## config.mk

```make
export PLATFORM = sky130hd
export DESIGN_NAME = nand4_arbiter
export DESIGN_NICKNAME = d
export VERILOG_FILES = /design/src/rtl/nand4_arb_defs.sv /design/src/rtl/nand4_arbiter_rr_pick4.sv /design/src/rtl/nand4_arbiter.sv
export SDC_FILE = /design/constraint.sdc
export NUM_CORES = 1
export LEC_CHECK = 0
export CAP_MARGIN = 25
export CELL_PAD_IN_SITES_DETAIL_PLACEMENT = 1
export CELL_PAD_IN_SITES_GLOBAL_PLACEMENT = 1
export CORE_UTILIZATION = 36
export DETAILED_ROUTE_END_ITERATION = 6
export PLACE_DENSITY = 0.91
export SYNTH_ARGS = -nofsm -noshare
export SYNTH_HDL_FRONTEND = slang
export SYNTH_SLANG_ARGS = --single-unit
```

## constraint.sdc

```tcl
create_clock -name clk -period 4.9 [get_ports clk]
set_input_delay 0.49 -clock clk [delete_from_list [all_inputs] [get_ports clk]]
set_output_delay 0.49 -clock clk [all_outputs]
set_load 0.02 [all_outputs]
```

## src/rtl/nand4_arb_defs.sv

```systemverilog
// Shared constants and types for the 4-requester NAND4 arbiter.
package nand4_arb_defs;

    // Requester count, operand width per requester and requester index width.
    localparam int N_REQ  = 4;
    localparam int OPND_W = 4;
    localparam int IDX_W  = 2;

    // Arbiter FSM; encoding 2'd3 is unused and recovers to IDLE.
    typedef enum logic [1:0] {
        ST_IDLE = 2'd0,
        ST_EVAL = 2'd1,
        ST_DONE = 2'd2
    } state_e;

    // Round-robin pointer advance: the requester after the winner, modulo N_REQ.
    function automatic logic [IDX_W-1:0] next_ptr(input logic [IDX_W-1:0] idx);
        return idx + IDX_W'(1);
    endfunction

endpackage

```

## src/rtl/nand4_arbiter_rr_pick4.sv

```systemverilog
// Combinational round-robin picker: searches upward from ptr (mod 4) for the
// first set request bit and reports it one-hot and as an index.
module rr_pick4
    import nand4_arb_defs::*;
(
    input  logic [N_REQ-1:0] req,
    input  logic [IDX_W-1:0] ptr,
    output logic [N_REQ-1:0] gnt_oh,
    output logic [IDX_W-1:0] gnt_idx,
    output logic             any_req
);

    logic [IDX_W-1:0] cand;

    // Scan offsets from farthest to nearest so the nearest match to ptr wins.
    always_comb begin
        gnt_oh  = '0;
        gnt_idx = '0;
        cand    = '0;
        any_req = |req;
        for (int off = N_REQ - 1; off >= 0; off--) begin
            cand = ptr + IDX_W'(off);
            if (req[cand]) begin
                gnt_idx = cand;
            end
        end
        if (any_req) begin
            gnt_oh = N_REQ'(1) << gnt_idx;
        end
    end

endmodule

```

## src/rtl/nand4_arbiter.sv

```systemverilog
// Shares a single 4-input NAND among four requesters. Each transaction takes
// three cycles: IDLE (arbitrate and latch operand), EVAL (compute and report),
// DONE (release grant and advance the round-robin pointer).
module nand4_arbiter
    import nand4_arb_defs::*;
#(
    parameter int CNT_W = 8
) (
    input  logic                      clk,
    input  logic                      rst_n,
    input  logic [N_REQ-1:0]          req,
    input  logic [N_REQ*OPND_W-1:0]   opnd,
    output logic [N_REQ-1:0]          gnt,
    output logic                      busy,
    output logic                      result,
    output logic                      result_valid,
    output logic [IDX_W-1:0]          result_id,
    output logic [CNT_W-1:0]          op_count
);

    state_e            state_q;
    state_e            state_d;
    logic [IDX_W-1:0]  ptr_q;
    logic [IDX_W-1:0]  win_q;
    logic [OPND_W-1:0] opnd_lat;

    logic [N_REQ-1:0]  pick_oh;
    logic [IDX_W-1:0]  pick_idx;
    logic              pick_any;

    rr_pick4 u_pick (
        .req     (req),
        .ptr     (ptr_q),
        .gnt_oh  (pick_oh),
        .gnt_idx (pick_idx),
        .any_req (pick_any)
    );

    // State register.
    always_ff @(posedge clk) begin
        if (!rst_n) begin
            state_q <= ST_IDLE;
        end else begin
            state_q <= state_d;
        end
    end

    // Next-state logic; requests are only looked at while IDLE.
    always_comb begin
        state_d = ST_IDLE;
        case (state_q)
            ST_IDLE: state_d = pick_any ? ST_EVAL : ST_IDLE;
            ST_EVAL: state_d = ST_DONE;
            ST_DONE: state_d = ST_IDLE;
            default: state_d = ST_IDLE;
        endcase
    end

    // Winner and operand capture on IDLE->EVAL; later opnd changes are ignored.
    always_ff @(posedge clk) begin
        if (state_q == ST_IDLE && pick_any) begin
            win_q    <= pick_idx;
            opnd_lat <= opnd[pick_idx*OPND_W +: OPND_W];
        end
    end

    // Grant, pointer, result and counter registers.
    always_ff @(posedge clk) begin
        if (!rst_n) begin
            gnt          <= '0;
            ptr_q        <= '0;
            result       <= 1'b0;
            result_valid <= 1'b0;
            result_id    <= '0;
            op_count     <= '0;
        end else begin
            result_valid <= 1'b0;
            case (state_q)
                ST_IDLE: begin
                    gnt <= pick_any ? pick_oh : '0;
                end
                ST_EVAL: begin
                    result       <= ~(&opnd_lat);
                    result_valid <= 1'b1;
                    result_id    <= win_q;
                    op_count     <= op_count + CNT_W'(1);
                end
                ST_DONE: begin
                    gnt   <= '0;
                    ptr_q <= next_ptr(win_q);
                end
                default: begin
                    gnt <= '0;
                end
            endcase
        end
    end

    assign busy = (state_q != ST_IDLE);

endmodule

```

==> run_results.csv <==
group,metric,value,unit
status,outcome,"finished, final reports clean",
drt,route.detailed.vias_per_inst,5.06,
synth,synth_top_cells_by_area,"sky130_fd_sc_hd__dfxtp_1 (33%), sky130_fd_sc_hd__edfxtp_1 (16%), sky130_fd_sc_hd__mux2i_1 (14%), sky130_fd_sc_hd__and2_1 (3.8%), sky130_fd_sc_hd__xnor2_1 (3.8%)",
global_routing,antenna_found_initial,0,
synth,synth_area_per_cell,10.5,um^2
place,pre_cts_ws,2030,ps
power,combinationalPowerShare,0.231,
floorplan,rows,20,
timing,finalMaxSlewViolations,0,
finish,number_of_nets_in_the_layout,174,
floorplan,die_area,3460,um^2
power,worst_ir_drop_vdd,0.0897,mV
finish,layout_cells_sized_above_1,0.0600,
min_path,min_delay_worst_endpoint,"gnt[0]",
floorplan,die_h,58.8,um
synth,synth.yosys.seq_area_share,0.483,
synth,synth_largest_area_cell,"sky130_fd_sc_hd__dfxtp_1",
timing,maxSlewHeadroom,0.533,
worst_setup_path,crit_path_start_kind,"primary input",
min_path,timing.hold.worst.start,"gnt[0]",
job,max_cap_viol_count,0,
power,cellInternalPower,0.000317,W
drt,drt_iter0_markers,13,
cts,root_buffer,"sky130_fd_sc_hd__clkbuf_4",
power,proportion_of_power_drawn_by_the_clock_network,0.214,
cts,post_cts_buffers,0,
worst_setup_path,ff2ff_setup_slack,3020,ps
global_routing,number_of_global_route_vias_before_repair,1016,
synth,yosys_most_used_dff,"sky130_fd_sc_hd__dfxtp_1",
drt,routed_wl,2.69,mm
synth,yosys.cell_count.top_type,"sky130_fd_sc_hd__dfxtp_1",
cts,cts.repair.resized,0,
synth,synth_cells,111,
timing,final_hold_viol_count,0,
place,place_congestion,0.722,
drt,drt_drc_violations_left,0,
floorplan,io_pins,39,
power,switchingPower,0.000120,W
power,sw_share,0.274,
min_path,path_category_of_the_worst_min_delay_check,"reg2reg",
floorplan,initial_utilization,0.380,
drt,detail_route.wl_per_cell,13.9,um
cts,insertion_delay,320,ps
synth,ys_async_sr_fraction,0,
synth,yosysTopAreaCellShare,0.328,
worst_setup_path,critical_path_class,"in2reg",
worst_setup_path,end_of_the_worst_register_to_register_path,"opnd_lat[2]",
finish,final_core_util,0.530,
drt,drt_first_pass_iters,2,
finish,antenna_cells_inserted,0,
timing,rsz0062_at_grt,"false",
synth,ys_seq_elements,25,
timing,final.setup.tns,0,ps
timing,postLayoutSetupSlackWorst,2860,ps
place,io_buffers,38,
global_routing,track_usage,0.174,
synth,yosysWarningCount,0,
finish,area_growth,39.2,%
worst_setup_path,crit_path_end_kind,"flip-flop",
timing,setup_viol,0,
synth,post_synth_num_cell_types,33,
cts,postCtsHoldBufs,0,
power,leakage_power,0.612,nW
global_routing,grt_first_pass_wirelength,4.43,mm
timing,max_freq,491,MHz
worst_setup_path,arrival,2300,ps
timing,period_needed,2040,ps
worst_setup_path,crit_path_max_fo,9,
cts,cts.sinks,25,
worst_setup_path,critical_register_to_register_path_startpoint,"ptr_q[1]",
power,power_per_cell_area,270,nW/um^2
cts,cts_buffers,3,
place,post-dp-hpwl,2.12,mm
timing,final_min_period_over_clock_period,0.416,
synth,synth-edff-count,6,
global_routing,grt_start_max_net_pins,22,
cts,ctsHtreeMaxLevel,1,
worst_setup_path,critPathRequiredTime,5160,ps
timing,hold-worst-slack,481,ps
synth,synth_nets,134,
min_path,hold_path_depth,2,
power,power_consumption,0.000437,W
synth,synth_top_cells_by_count,"sky130_fd_sc_hd__dfxtp_1 (19), sky130_fd_sc_hd__mux2i_1 (16), sky130_fd_sc_hd__nand2_1 (10)",
synth,netlist_area,1160,um^2
timing,finalClockSkew,2.39,ps
cts,cts_tree,"done",
finish,num-fill-cells,358,
global_routing,grt-ovfl-total,0,
drt,drt.antenna.violating_nets,0,
cts,clockBufferDepth,2,
drt,dr_total_vias,981,
floorplan,core_area,3050,um^2
worst_setup_path,worst-r2r-cell-count,6,
timing,worst_slew_pin_slew,699,ps
floorplan,die_w,58.8,um
cts,path_clk_slew,130,ps
power,seq_power_share,0.555,
==> cells in the final DEF (no fill, tap or decap), types with 2 or more instances in the layout <==
cell type and n:
sky130_fd_sc_hd__nand3_1 2, sky130_fd_sc_hd__a21boi_0 3, sky130_fd_sc_hd__and2_1 7, sky130_fd_sc_hd__o211a_1 3, sky130_fd_sc_hd__nor2b_1 5, sky130_fd_sc_hd__clkdlybuf4s50_1 38
sky130_fd_sc_hd__dfxtp_1 19, sky130_fd_sc_hd__a21oi_1 2, sky130_fd_sc_hd__nand4_1 3, sky130_fd_sc_hd__inv_1 2, sky130_fd_sc_hd__nand2_1 10, sky130_fd_sc_hd__edfxtp_1 6
sky130_fd_sc_hd__o21ai_0 4, sky130_fd_sc_hd__nand2b_1 2, sky130_fd_sc_hd__nor2_1 2, sky130_fd_sc_hd__mux2i_1 16, sky130_fd_sc_hd__xnor2_1 5, sky130_fd_sc_hd__or3_1 2
sky130_fd_sc_hd__clkbuf_4 3, sky130_fd_sc_hd__buf_4 2
==> cell families after synthesis <==
family | synth area share
simple gates | 0.186
flops | 0.483
compound gates | 0.107
mux | 0.138
buf+inv | 0.0302
xor+xnor | 0.0453
fa+ha+maj | 0.0108
==> per-stage QoR <==
stage / cell area [um^2] / std cells
floorplan: 1160 / 111
global placement: 1580 / 188
detailed placement: 1580 / 188
CTS: 1600 / 192
global route: 1620 / 194
finish: 1620 / 194
==> state kept, by name, indices dropped and copies added (netlist names) <==
name          cells
op_count          8
gnt               4
opnd_lat          4
ptr_q             2
result_id         2
win_q             2
result            1
result_valid      1
state_q           1
==> area by class of cell <==
type,instances,area [um^2],area share
sequential,25,561,0.347
timing repair buffer,40,395,0.245
clock buffer,4,26.3,0.0163
multi-input combinational,79,572,0.354
tap,44,55.1,0.0341
inverter,2,7.51,0.00464
==> power by group through the flow <==
stage	Combinational, W	Clock, W	Sequential, W
3_5_place_dp	0.000100	0	0.000248
4_1_cts	0.000101	0.0000969	0.000243
2_1_floorplan	0.0000494	0	0.000252
3_3_place_gp	0.0000947	0	0.000246
6_report	0.000101	0.0000935	0.000243
5_1_grt	0.000109	0.000103	0.000245
==> critical path, cell delays in order <==
cell and delay [ps]:
sky130_fd_sc_hd__clkdlybuf4s50_1 590, sky130_fd_sc_hd__a21oi_2 80, sky130_fd_sc_hd__o21ai_1 140, sky130_fd_sc_hd__o2bb2a_2 310
sky130_fd_sc_hd__or4_1 550, sky130_fd_sc_hd__a21boi_1 140
==> per-layer routing <==
layer	track usage	up-vias	part of all wire
li1	-	471	-
met1	0.182	471	0.37
met2	0.331	34	0.57
met3	0.0308	5	0.044
met4	0.0816	0	0.016
met5	0	-	0
==> worst max-delay path by stage <==
| stage | slack (ps) | from | endpoint |
|---|---|---|---|
| final | 2860 | req[0] | gnt[0] |
| after global routing | 2770 | req[0] | gnt[0] |
| after CTS | 2390 | req[0] | opnd_lat[2] |
| after detailed placement | 2030 | req[0] | opnd_lat[2] |
| after global placement | 2220 | req[0] | opnd_lat[3] |
| after floorplan | 3140 | req[2] | opnd_lat[0] |
No activity file was read; power rests on OpenSTA's default activity.
